## config.mk

```make
export PLATFORM = sky130hd
export DESIGN_NAME = fetch_unit
export DESIGN_NICKNAME = d
export VERILOG_FILES = /design/src/rtl/legv8_pkg.sv /design/src/rtl/fetch_fifo.sv /design/src/rtl/fetch_unit.sv
export SDC_FILE = /design/constraint.sdc
export NUM_CORES = 1
export LEC_CHECK = 0
export CAP_MARGIN = 20
export CORE_MARGIN = 1
export CORE_UTILIZATION = 55
export DETAILED_ROUTE_END_ITERATION = 7
export PLACE_DENSITY = 0.83
export REMOVE_ABC_BUFFERS = 1
export SKIP_CTS_REPAIR_TIMING = 1
export SYNTH_ARGS = -nofsm -noshare
export SYNTH_HDL_FRONTEND = slang
export SYNTH_SLANG_ARGS = --single-unit
```

## constraint.sdc

```tcl
create_clock -name CLK -period 10.07 [get_ports CLK]
set_clock_uncertainty 0.15 [all_clocks]
set_input_delay 1.007 -clock CLK [delete_from_list [all_inputs] [get_ports CLK]]
set_output_delay 1.007 -clock CLK [all_outputs]
set_load 0.02 [all_outputs]
```

## src/rtl/legv8_pkg.sv

```systemverilog
// Shared types and widths for the LEGv8 front end: fetch FSM states,
// buffered fetch entries and the opcode field helper.
package legv8_pkg;

  localparam int unsigned INSTR_W    = 32;
  localparam int unsigned OPCODE_W   = 11;
  localparam int unsigned DEF_ADDR_W = 64;

  typedef enum logic [1:0] {
    S_IDLE,
    S_FETCH,
    S_STALL
  } fetch_state_t;

  typedef struct packed {
    logic [INSTR_W-1:0]    instr;
    logic [DEF_ADDR_W-1:0] pc;
  } fetch_entry_t;

  // LEGv8 primary opcode lives in the top 11 bits of the word
  function automatic logic [OPCODE_W-1:0] opcode_of(input logic [INSTR_W-1:0] instr);
    return instr[INSTR_W-1 -: OPCODE_W];
  endfunction

endpackage

```

## src/rtl/fetch_fifo.sv

```systemverilog
// Synchronous FIFO of fetch entries with synchronous flush; the head is read
// straight from registered storage, so a push into an empty FIFO is not bypassed.
module fetch_fifo
  import legv8_pkg::*;
#(
  parameter int unsigned DEPTH = 4,
  parameter int unsigned CNT_W = $clog2(DEPTH + 1)
) (
  input  logic             clk,
  input  logic             rst,
  input  logic             flush,
  input  logic             push,
  input  fetch_entry_t     push_data,
  input  logic             pop,
  output fetch_entry_t     head,
  output logic             full,
  output logic             empty,
  output logic [CNT_W-1:0] count
);

  localparam int unsigned PTR_W = (DEPTH > 1) ? $clog2(DEPTH) : 1;

  fetch_entry_t     mem [DEPTH];
  logic [PTR_W-1:0] wr_ptr;
  logic [PTR_W-1:0] rd_ptr;
  logic             do_pop;

  assign do_pop = pop & ~empty;
  assign empty  = (count == '0);
  assign full   = (count == CNT_W'(DEPTH));
  assign head   = mem[rd_ptr];

  // Storage is cleared on reset so head fields read as zero afterwards
  always_ff @(posedge clk) begin
    if (rst) begin
      wr_ptr <= '0;
      rd_ptr <= '0;
      count  <= '0;
      for (int i = 0; i < int'(DEPTH); i++) begin
        mem[i] <= '0;
      end
    end else if (flush) begin
      wr_ptr <= '0;
      rd_ptr <= '0;
      count  <= '0;
    end else begin
      if (push) begin
        mem[wr_ptr] <= push_data;
        wr_ptr      <= wr_ptr + PTR_W'(1);
      end
      if (do_pop) begin
        rd_ptr <= rd_ptr + PTR_W'(1);
      end
      count <= count + CNT_W'(push) - CNT_W'(do_pop);
    end
  end

endmodule

```

## src/rtl/fetch_unit.sv

```systemverilog
// LEGv8 fetch stage: owns the PC, issues in-order word requests, buffers
// responses for decode and flushes/drops the old stream on a redirect.
module fetch_unit
  import legv8_pkg::*;
#(
  parameter int unsigned       ADDR_W    = DEF_ADDR_W,
  parameter logic [ADDR_W-1:0] RESET_PC  = '0,
  parameter int unsigned       BUF_DEPTH = 4
) (
  input  logic                CLK,
  input  logic                RST,
  output logic                IMEM_REQ_VALID,
  input  logic                IMEM_REQ_READY,
  output logic [ADDR_W-1:0]   IMEM_REQ_ADDR,
  input  logic                IMEM_RSP_VALID,
  input  logic [INSTR_W-1:0]  IMEM_RSP_DATA,
  output logic                INSTR_VALID,
  input  logic                INSTR_READY,
  output logic [INSTR_W-1:0]  INSTR,
  output logic [ADDR_W-1:0]   INSTR_PC,
  output logic [OPCODE_W-1:0] OPCODE,
  input  logic                REDIRECT_VALID,
  input  logic [ADDR_W-1:0]   REDIRECT_PC
);

  localparam int unsigned CNT_W = $clog2(BUF_DEPTH + 1);

  fetch_state_t      state;
  fetch_state_t      state_nxt;
  logic              req_valid;
  logic [ADDR_W-1:0] pc;
  logic [ADDR_W-1:0] rsp_pc;
  logic [CNT_W-1:0]  outstanding;
  logic [CNT_W-1:0]  drop;
  logic [CNT_W-1:0]  fifo_cnt;
  logic [CNT_W-1:0]  out_nxt;
  logic [CNT_W-1:0]  drop_nxt;
  logic [CNT_W-1:0]  cnt_nxt;
  logic [CNT_W-1:0]  credits_nxt;
  logic              req_fire;
  logic              push;
  logic              pop;
  logic              fifo_full;
  logic              fifo_empty;
  fetch_entry_t      push_entry;
  fetch_entry_t      head;

  assign req_fire   = req_valid & IMEM_REQ_READY;
  assign push       = IMEM_RSP_VALID & (drop == '0) & ~REDIRECT_VALID;
  assign pop        = ~fifo_empty & INSTR_READY & ~REDIRECT_VALID;
  assign push_entry = '{instr: IMEM_RSP_DATA, pc: DEF_ADDR_W'(rsp_pc)};

  // Credit accounting on next-cycle values; a redirect turns everything in flight into drops
  always_comb begin
    state_nxt   = state;
    drop_nxt    = drop;
    out_nxt     = outstanding + CNT_W'(req_fire) - CNT_W'(IMEM_RSP_VALID);
    cnt_nxt     = fifo_cnt + CNT_W'(push) - CNT_W'(pop);
    if (REDIRECT_VALID) begin
      drop_nxt = out_nxt;
      cnt_nxt  = '0;
    end else if (IMEM_RSP_VALID && (drop != '0)) begin
      drop_nxt = drop - CNT_W'(1);
    end
    credits_nxt = CNT_W'(BUF_DEPTH) - out_nxt - cnt_nxt;
    unique case (state)
      S_IDLE:           state_nxt = S_FETCH;
      S_FETCH, S_STALL: state_nxt = (credits_nxt == '0) ? S_STALL : S_FETCH;
      default:          state_nxt = S_IDLE;
    endcase
  end

  // Request valid is a flop so it never depends on IMEM_REQ_READY
  always_ff @(posedge CLK) begin
    if (RST) begin
      state     <= S_IDLE;
      req_valid <= 1'b0;
    end else begin
      state     <= state_nxt;
      req_valid <= (state_nxt == S_FETCH);
    end
  end

  always_ff @(posedge CLK) begin
    if (RST) begin
      pc          <= RESET_PC;
      rsp_pc      <= RESET_PC;
      outstanding <= '0;
      drop        <= '0;
    end else begin
      outstanding <= out_nxt;
      drop        <= drop_nxt;
      if (REDIRECT_VALID) begin
        pc     <= REDIRECT_PC;
        rsp_pc <= REDIRECT_PC;
      end else begin
        if (req_fire) pc <= pc + ADDR_W'(4);
        if (push)     rsp_pc <= rsp_pc + ADDR_W'(4);
      end
    end
  end

  fetch_fifo #(
    .DEPTH (BUF_DEPTH),
    .CNT_W (CNT_W)
  ) u_fifo (
    .clk       (CLK),
    .rst       (RST),
    .flush     (REDIRECT_VALID),
    .push      (push),
    .push_data (push_entry),
    .pop       (pop),
    .head      (head),
    .full      (fifo_full),
    .empty     (fifo_empty),
    .count     (fifo_cnt)
  );

  assign IMEM_REQ_VALID = req_valid;
  assign IMEM_REQ_ADDR  = pc;
  assign INSTR_VALID    = ~fifo_empty;
  assign INSTR          = head.instr;
  assign INSTR_PC       = ADDR_W'(head.pc);
  assign OPCODE         = opcode_of(head.instr);

  assert property (@(posedge CLK) disable iff (RST) !(push && fifo_full && !pop));
  assert property (@(posedge CLK) disable iff (RST) REDIRECT_VALID |-> (REDIRECT_PC[1:0] == 2'b00));

endmodule

```

==> impl_metrics.prom, run 1 <==
# TYPE chip_impl_metric gauge
chip_impl_metric{name="layout.filler_cells",unit=""} 3087
chip_impl_metric{name="maximum_number_of_pins_on_one_net_before_global_route_repair",unit=""} 84
chip_impl_info{name="outcome",value="complete, no violations"} 1
chip_impl_metric{name="number_of_synthesized_flops_with_an_enable_pin",unit=""} 384
chip_impl_metric{name="number_of_levels_the_h_tree_was_split_into",unit=""} 2
chip_impl_metric{name="synth_cell_types",unit=""} 56
chip_impl_info{name="crit-reg2reg-launch",value="drop[0]"} 1
chip_impl_info{name="crit_path_start_kind",value="primary input"} 1
chip_impl_metric{name="nets",unit=""} 2297
chip_impl_metric{name="worst-path-max-fanout",unit=""} 37
chip_impl_metric{name="drt-wirelength-per-cell",unit="µm"} 22.7
chip_impl_metric{name="num_rows",unit=""} 76
chip_impl_metric{name="dr.first_iter.drc_count",unit=""} 1495
chip_impl_metric{name="timing.max_slew.rel_slack",unit="%"} 27.2
chip_impl_metric{name="die_area",unit="µm²"} 44600
chip_impl_metric{name="design.core.area",unit="µm²"} 43100
chip_impl_metric{name="power_switching",unit="mW"} 1.30
chip_impl_metric{name="post-route-min-period",unit="ns"} 4.94
chip_impl_metric{name="route.detailed.vias_per_inst",unit=""} 5.85
chip_impl_metric{name="cts_made_buffers",unit=""} 52
chip_impl_metric{name="report.final.hold_viol_count",unit=""} 0
chip_impl_metric{name="crit_arrival",unit="ns"} 5.01
chip_impl_metric{name="io_pins",unit=""} 275
chip_impl_metric{name="die_h",unit="µm"} 211
chip_impl_metric{name="final_layout_worst_hold_slack",unit="ns"} 0.307
chip_impl_metric{name="ctsLongestPathBuffers",unit=""} 3
chip_impl_metric{name="grt_antenna_before_repair",unit=""} 1
chip_impl_metric{name="power.switching_fraction",unit="%"} 25.5
chip_impl_metric{name="port_buffers",unit=""} 274
chip_impl_info{name="timing.critical_path.from",value="IMEM_RSP_VALID"} 1
chip_impl_info{name="dominantRegCellSynth",value="sky130_fd_sc_hd__edfxtp_1"} 1
chip_impl_metric{name="first_pass_iters",unit=""} 5
chip_impl_info{name="min_path_type",value="flop to flop"} 1
chip_impl_metric{name="final.setup.tns",unit="ns"} 0
chip_impl_metric{name="clock_latency",unit="ns"} 0.60
chip_impl_metric{name="power_leakage",unit="nW"} 10.4
chip_impl_metric{name="ys_seq_area_share",unit="%"} 60.1
chip_impl_metric{name="globalplace.congestion",unit=""} 0.921
chip_impl_metric{name="ys_warn_count",unit=""} 0
chip_impl_metric{name="grt_pass1_vias",unit=""} 16400
chip_impl_info{name="rsz0062_at_grt",value="false"} 1
chip_impl_metric{name="power.density",unit="nW/µm²"} 177
chip_impl_metric{name="clkPwrFrac",unit="%"} 36.0
chip_impl_metric{name="route.detailed.drc",unit=""} 0
chip_impl_metric{name="layout_utilization",unit="%"} 67.1
chip_impl_metric{name="netlist.area_leader.share",unit="%"} 48.0
chip_impl_metric{name="dieWidth",unit="µm"} 211
chip_impl_metric{name="final_max_slew_viol_count",unit=""} 0
chip_impl_metric{name="area.growth.synth_to_final",unit="%"} 20.2
chip_impl_metric{name="final_area",unit="µm²"} 28900
chip_impl_metric{name="placement.setup.worst_slack",unit="ns"} 4.27
chip_impl_metric{name="total_power",unit="mW"} 5.10
chip_impl_metric{name="worst_slack",unit="ns"} 5.13
chip_impl_metric{name="tritoncts_num_sinks",unit=""} 530
chip_impl_metric{name="dpl-instance-area",unit="µm²"} 27300
chip_impl_metric{name="hpwl",unit="mm"} 40.3
chip_impl_metric{name="num_antenna_cells",unit=""} 0
chip_impl_metric{name="final_cell_count_no_fill",unit=""} 2803
chip_impl_metric{name="netlist_instances",unit=""} 1943
chip_impl_metric{name="finalCritPeriodShare",unit="%"} 49.1
chip_impl_metric{name="drive_above_1_share",unit="%"} 11.0
chip_impl_metric{name="overflow",unit=""} 0
chip_impl_metric{name="drt.antenna.violating_nets",unit=""} 0
chip_impl_info{name="cp-end-kind",value="flop"} 1
chip_impl_metric{name="cts.clk_slew.worst_paths",unit="ns"} 0.07
chip_impl_metric{name="maxCapViolCount",unit=""} 0
chip_impl_metric{name="initial_standard_cell_utilization_of_the_core",unit="%"} 55.8
chip_impl_metric{name="worstMarginPinSlew",unit="ns"} 1.09
chip_impl_metric{name="avgSynthCellArea",unit="µm²"} 12.4
chip_impl_info{name="synthDominantAreaCellType",value="sky130_fd_sc_hd__edfxtp_1"} 1
chip_impl_metric{name="proportion_of_register_bits_with_asynchronous_set_or_reset_after_synthesis",unit="%"} 0
chip_impl_metric{name="r2r_slack",unit="ns"} 5.59
chip_impl_metric{name="internal-power",unit="mW"} 3.80
chip_impl_info{name="tritoncts",value="built"} 1
chip_impl_metric{name="global_route_wire_length_before_repair",unit="mm"} 95.8
chip_impl_metric{name="max_freq",unit="GHz"} 0.202
chip_impl_info{name="timing.setup.critical_path_class",value="primary input to flop"} 1
chip_impl_metric{name="logic_gate_share_of_total_power",unit="%"} 13.5
chip_impl_metric{name="crit_required",unit="ns"} 10.14
chip_impl_info{name="cell_types_with_the_largest_area_share_after_synthesis",value="sky130_fd_sc_hd__edfxtp_1 48%, sky130_fd_sc_hd__dfxtp_1 12%, sky130_fd_sc_hd__mux4_2 9.0%"} 1
chip_impl_metric{name="detail_route.wirelength",unit="mm"} 63.5
chip_impl_metric{name="report.final.setup_viol",unit=""} 0
chip_impl_metric{name="globalRouteTotalUtil",unit="%"} 28.9
chip_impl_metric{name="synthesis.area",unit="µm²"} 24000
chip_impl_metric{name="ir_worst_vdd",unit="mV"} 0.128
chip_impl_metric{name="detailroute.via_count",unit=""} 16400
chip_impl_metric{name="place.detailed.instances",unit=""} 2706
chip_impl_info{name="clockRootBuffer",value="sky130_fd_sc_hd__clkbuf_16"} 1
chip_impl_metric{name="fraction_of_power_consumed_by_sequential_logic",unit="%"} 50.5
chip_impl_metric{name="yosys_register_bits",unit=""} 530
chip_impl_info{name="min_from",value="rsp_pc[0]"} 1
power by group through the flow:
stage / clock (mW) / sequential (mW) / combinational, mW
4_1_cts: 1.86 / 2.57 / 0.687
6_report: 1.84 / 2.57 / 0.689
3_5_place_dp: 0 / 2.62 / 0.677
2_1_floorplan: 0 / 2.63 / 0.358
5_1_grt: 1.94 / 2.59 / 0.733
3_3_place_gp: 0 / 2.61 / 0.663
worst max-delay path, stage by stage:
cell and delay (ns):
sky130_fd_sc_hd__clkdlybuf4s50_1 0.63, sky130_fd_sc_hd__and3b_1 0.61, sky130_fd_sc_hd__nand2_1 0.67, sky130_fd_sc_hd__o21ai_4 0.71
sky130_fd_sc_hd__buf_16 0.23, sky130_fd_sc_hd__buf_4 0.55, sky130_fd_sc_hd__buf_4 0.54
per-layer routing:
| metal | part of all wire [%] | GRT usage [%] |
|---|---|---|
| met4 | 4.3 | 13.5 |
| met5 | 0.020 | 0 |
| met3 | 8.8 | 5.37 |
| met1 | 38 | 37.1 |
| met2 | 49 | 47.7 |
path summary, 6_finish.rpt:
path                       end  cells after the start
max reg2reg  u_fifo.mem[2][82]                      8
min reg2reg          rsp_pc[0]                      2
min                  rsp_pc[0]                      2
max          u_fifo.mem[2][82]                      7
cells by family after synthesis:
logic type               count (synthesis)  synth area share, %
buffers and inverters                  243                 4.01
XOR/XNOR                               131                 4.83
AO/OA/AOI/OAI                          199                 5.71
AND/OR/NAND/NOR                        724                 15.3
adder cells (fa/ha/maj)                 18                0.968
multiplexers                            98                 9.08
flip-flops                             530                 60.1
sequential cells by signal, summed over array words and instances (netlist names), named ones only:
| register | cells |
|---|---|
| drop | 3 |
| state | 2 |
| outstanding | 3 |
| u_fifo.wr_ptr | 2 |
| IMEM_REQ_VALID | 1 |
| rsp_pc | 64 |
| IMEM_REQ_ADDR | 64 |
| u_fifo.count | 3 |
| u_fifo.rd_ptr | 2 |
| u_fifo.mem | 384 |
cell type report:
| class | count | area, µm² | share of cell area, % |
|---|---|---|---|
| Timing Repair Buffer | 296 | 2950 | 10.2 |
| Clock buffer | 76 | 1450 | 5.03 |
| Multi-Input combinational cell | 1170 | 8690 | 30.1 |
| Inverter | 127 | 479 | 1.66 |
| Tap cell | 585 | 732 | 2.53 |
| Clock inverter | 19 | 133 | 0.459 |
| Sequential cell | 530 | 14500 | 50.1 |
cells in the mapped netlist (3+ instances only):
| cell type | instances |
|---|---|
| sky130_fd_sc_hd__o21a_1 | 49 |
| sky130_fd_sc_hd__a21oi_1 | 32 |
| sky130_fd_sc_hd__buf_4 | 11 |
| sky130_fd_sc_hd__inv_1 | 127 |
| sky130_fd_sc_hd__dfxtp_1 | 146 |
| sky130_fd_sc_hd__mux4_2 | 96 |
| sky130_fd_sc_hd__and4_1 | 5 |
| sky130_fd_sc_hd__a21boi_1 | 49 |
| sky130_fd_sc_hd__edfxtp_1 | 384 |
| sky130_fd_sc_hd__or3_1 | 3 |
| sky130_fd_sc_hd__ha_1 | 17 |
| sky130_fd_sc_hd__clkbuf_1 | 81 |
| sky130_fd_sc_hd__xor2_1 | 37 |
| sky130_fd_sc_hd__xnor2_1 | 93 |
| sky130_fd_sc_hd__o21ai_0 | 14 |
| sky130_fd_sc_hd__and2_1 | 83 |
| sky130_fd_sc_hd__a211oi_1 | 14 |
| sky130_fd_sc_hd__a21boi_0 | 28 |
| sky130_fd_sc_hd__nand4_2 | 6 |
| sky130_fd_sc_hd__nand3_4 | 3 |
| sky130_fd_sc_hd__nor2_1 | 275 |
| sky130_fd_sc_hd__nor4_2 | 13 |
| sky130_fd_sc_hd__buf_1 | 15 |
| sky130_fd_sc_hd__nand3_1 | 46 |
| sky130_fd_sc_hd__nand2_1 | 154 |
| sky130_fd_sc_hd__nor3_2 | 5 |
| sky130_fd_sc_hd__o22ai_1 | 7 |
| sky130_fd_sc_hd__and3_1 | 19 |
| sky130_fd_sc_hd__nand4_1 | 35 |
| sky130_fd_sc_hd__or2_2 | 5 |
| sky130_fd_sc_hd__nor4_1 | 21 |
| sky130_fd_sc_hd__nand2b_1 | 4 |
| sky130_fd_sc_hd__nor4_4 | 4 |
| sky130_fd_sc_hd__buf_2 | 9 |
| sky130_fd_sc_hd__nor3_1 | 28 |
cells in the final DEF, fill, tap and decap left out, types with 13 or more instances in the layout:
master / n
sky130_fd_sc_hd__a211oi_1: 14
sky130_fd_sc_hd__a21boi_0: 28
sky130_fd_sc_hd__a21boi_1: 49
sky130_fd_sc_hd__a21oi_1: 32
sky130_fd_sc_hd__and2_1: 83
sky130_fd_sc_hd__and3_1: 19
sky130_fd_sc_hd__buf_4: 20
sky130_fd_sc_hd__clkbuf_1: 19
sky130_fd_sc_hd__clkbuf_16: 53
sky130_fd_sc_hd__clkdlybuf4s50_1: 274
sky130_fd_sc_hd__dfxtp_1: 144
sky130_fd_sc_hd__edfxtp_1: 384
sky130_fd_sc_hd__ha_1: 17
sky130_fd_sc_hd__inv_1: 125
sky130_fd_sc_hd__mux4_2: 96
sky130_fd_sc_hd__nand2_1: 153
sky130_fd_sc_hd__nand3_1: 46
sky130_fd_sc_hd__nand4_1: 35
sky130_fd_sc_hd__nor2_1: 274
sky130_fd_sc_hd__nor3_1: 27
sky130_fd_sc_hd__nor4_1: 21
sky130_fd_sc_hd__nor4_2: 13
sky130_fd_sc_hd__o21a_1: 49
sky130_fd_sc_hd__o21ai_0: 13
sky130_fd_sc_hd__xnor2_1: 93
sky130_fd_sc_hd__xor2_1: 37
Power figures use the tool's default switching activity.
==> run 2, diff against run 1 <==
--- a/config.mk
+++ b/config.mk
@@ -7,9 +7,9 @@
 export LEC_CHECK = 0
 export CAP_MARGIN = 20
 export CORE_MARGIN = 1
-export CORE_UTILIZATION = 55
+export CORE_UTILIZATION = 51
 export DETAILED_ROUTE_END_ITERATION = 7
-export PLACE_DENSITY = 0.83
+export PLACE_DENSITY = 0.81
 export REMOVE_ABC_BUFFERS = 1
 export SKIP_CTS_REPAIR_TIMING = 1
 export SYNTH_ARGS = -nofsm -noshare
==> constraint.sdc (replaced) <==
create_clock -name CLK -period 4.2 [get_ports CLK]
set_clock_uncertainty 0.15 [all_clocks]
set_input_delay 0.42 -clock CLK [delete_from_list [all_inputs] [get_ports CLK]]
set_output_delay 0.42 -clock CLK [all_outputs]
set_load 0.02 [all_outputs]
==> run 2 against run 1 <==
Net effect: combinational power grew 150%; critical path depth grew 11; final area rose by 1.7%; critical endpoint is now state[0]; largest cell class unchanged; highest routed layer is now met4.
==> impl_metrics.prom, run 2 (synthesis gave the netlist of run 1 again) <==
# TYPE chip_impl_metric gauge
chip_impl_metric{name="initial_standard_cell_utilization_of_the_core",unit="%"} 51.6
chip_impl_metric{name="worstMarginPinSlew",unit="ns"} 1.09
chip_impl_metric{name="nets",unit=""} 2317
chip_impl_metric{name="design.core.area",unit="µm²"} 46600
chip_impl_metric{name="power_leakage",unit="nW"} 10.6
chip_impl_metric{name="post-route-min-period",unit="ns"} 3.77
chip_impl_metric{name="grt_antenna_before_repair",unit=""} 0
chip_impl_info{name="min_from",value="REDIRECT_PC[0]"} 1
chip_impl_metric{name="io_pins",unit=""} 275
chip_impl_metric{name="max_freq",unit="GHz"} 0.265
chip_impl_metric{name="globalRouteTotalUtil",unit="%"} 27.3
chip_impl_info{name="min_path_type",value="primary input to flop"} 1
chip_impl_info{name="timing.setup.critical_path_class",value="flop to flop"} 1
chip_impl_metric{name="detailroute.via_count",unit=""} 16500
chip_impl_metric{name="die_h",unit="µm"} 219
chip_impl_info{name="layout_common_cells",value="384 x sky130_fd_sc_hd__edfxtp_1, 274 x sky130_fd_sc_hd__nor2_1, 274 x sky130_fd_sc_hd__clkdlybuf4s50_1"} 1
chip_impl_metric{name="route.detailed.drc",unit=""} 0
chip_impl_metric{name="ir_worst_vdd",unit="mV"} 0.291
chip_impl_metric{name="maximum_number_of_pins_on_one_net_before_global_route_repair",unit=""} 94
chip_impl_metric{name="place.detailed.instances",unit=""} 2748
chip_impl_metric{name="drt-wirelength-per-cell",unit="µm"} 22.9
chip_impl_metric{name="cts.clk_slew.worst_paths",unit="ns"} 0.06
chip_impl_metric{name="hpwl",unit="mm"} 41.7
chip_impl_metric{name="dieWidth",unit="µm"} 219
chip_impl_metric{name="area.growth.synth_to_final",unit="%"} 22.2
chip_impl_metric{name="number_of_levels_the_h_tree_was_split_into",unit=""} 2
chip_impl_info{name="timing.critical_path.cells",value="inv_1 -> ha_1 -> nand3b_1 -> nor2_1 -> ha_1 -> inv_1 -> ha_1 -> ha_1 -> nor2_1 -> ha_1 -> inv_1 -> ha_1 -> xnor2_1 -> xnor2_1 -> a21oi_1 -> or4b_1 -> a21oi_1 -> nor3_1"} 1
chip_impl_metric{name="report.final.setup_viol",unit=""} 0
chip_impl_metric{name="die_area",unit="µm²"} 48000
chip_impl_info{name="crit_path_start_kind",value="flop"} 1
chip_impl_metric{name="clock_latency",unit="ns"} 0.60
chip_impl_metric{name="number_of_flip_flops_under_the_largest_register_name",unit=""} 384
chip_impl_info{name="tritoncts",value="built"} 1
chip_impl_metric{name="final_cell_count_no_fill",unit=""} 2851
chip_impl_metric{name="crit_arrival",unit="ns"} 4.09
chip_impl_info{name="outcome",value="complete, no violations"} 1
chip_impl_metric{name="worst-path-max-fanout",unit=""} 4
chip_impl_metric{name="overflow",unit=""} 0
chip_impl_metric{name="grt_pass1_vias",unit=""} 16700
chip_impl_metric{name="tritoncts_num_sinks",unit=""} 530
chip_impl_metric{name="ctsLongestPathBuffers",unit=""} 3
chip_impl_info{name="timing.critical_path.from",value="drop[0]"} 1
chip_impl_metric{name="power.density",unit="nW/µm²"} 436
chip_impl_metric{name="report.final.hold_viol_count",unit=""} 0
chip_impl_metric{name="placement.setup.worst_slack",unit="ns"} 0.153
chip_impl_metric{name="cts_made_buffers",unit=""} 54
chip_impl_info{name="rsz0062_at_grt",value="false"} 1
chip_impl_metric{name="worst_slack",unit="ns"} 0.431
chip_impl_metric{name="slowest_delay",unit="ns"} 0.57
chip_impl_metric{name="first_pass_iters",unit=""} 5
chip_impl_metric{name="crit_required",unit="ns"} 4.52
chip_impl_info{name="worst_path_max_delay_cell",value="sky130_fd_sc_hd__or4b_1"} 1
chip_impl_info{name="layout.cells.most_common",value="sky130_fd_sc_hd__edfxtp_1"} 1
chip_impl_metric{name="maxCapViolCount",unit=""} 0
chip_impl_info{name="registers.top_by_ff_count",value="u_fifo.mem"} 1
chip_impl_info{name="worst_path_most_repeated_cell",value="sky130_fd_sc_hd__ha_1"} 1
chip_impl_metric{name="route.detailed.vias_per_inst",unit=""} 5.78
chip_impl_metric{name="globalplace.congestion",unit=""} 0.863
chip_impl_info{name="cp-end-kind",value="flop"} 1
chip_impl_metric{name="global_route_wire_length_before_repair",unit="mm"} 97.9
chip_impl_metric{name="finalCritPeriodShare",unit="%"} 89.7
chip_impl_metric{name="timing.max_slew.rel_slack",unit="%"} 26.7
chip_impl_metric{name="drive_above_1_share",unit="%"} 12.0
chip_impl_metric{name="num_rows",unit=""} 79
chip_impl_metric{name="drt.antenna.violating_nets",unit=""} 0
chip_impl_metric{name="detail_route.wirelength",unit="mm"} 65.3
chip_impl_metric{name="final_max_slew_viol_count",unit=""} 0
chip_impl_info{name="crit-reg2reg-launch",value="drop[0]"} 1
chip_impl_metric{name="dr.first_iter.drc_count",unit=""} 1385
chip_impl_metric{name="port_buffers",unit=""} 274
chip_impl_info{name="clockRootBuffer",value="sky130_fd_sc_hd__clkbuf_16"} 1
## run 2: report_power, final
group          switching [mW]  leakage (nW)  internal, mW
combinational           0.963          4.52         0.735
clock                    1.99         0.900          2.95
sequential              0.230          5.18          5.94
total                    3.18          10.6          9.62
## run 2: layout make-up
| class | instances | area [µm²] |
|---|---|---|
| fillers | 3463 | 17200 |
| flip-flops and latches | 530 | 14500 |
| multi-input cells | 1170 | 8690 |
| repair buffers | 314 | 3160 |
| clock buffers | 85 | 1660 |
| well taps | 607 | 759 |
| inverters | 127 | 479 |
| clock inverters | 17 | 184 |
| diodes | 1 | 2.50 |
## run 2: metrics by stage
step	util (%)	total power, mW	instance area [µm²]	hold WS [ns]	setup TNS (ns)
6_report	63.1	12.8	29400	0.261	0
5_1_grt	63.1	13.2	29400	0.268	0
4_1_cts	63.1	12.9	29400	0.235	0
3_5_place_dp	59.2	7.96	27500	0.299	0
3_3_place_gp	59.1	7.90	27500	0.294	0
2_1_floorplan	-	7.15	23600	0.281	-2420.46
## run 2: final timing paths
path / depth (start not counted) / slack (ns) / endpoint
hold reg to reg: 2 / 0.31 / IMEM_REQ_ADDR[1]
setup reg to reg: 18 / 0.43 / state[0]
setup / recovery: 18 / 0.43 / state[0]
hold / removal: 3 / 0.26 / rsp_pc[0]
## run 2: layer usage
layer | share of wire [%] | GRT usage (%)
met1 | 39 | 35.0
met2 | 48 | 43.9
met3 | 8.9 | 6.13
met4 | 4.5 | 13.4
met5 | 0 | 0
## run 2: worst max-delay path: cells and delay by family (launching register included)
family                     cells  cell delay [ns]
xor gates and xnor gates       2             0.35
buffers and inverters          3             0.18
DFF                            1             0.36
and+or+nand+nor                5             0.86
adders and majority gates      6             1.48
AOI/OAI and AO/OA              2             0.25
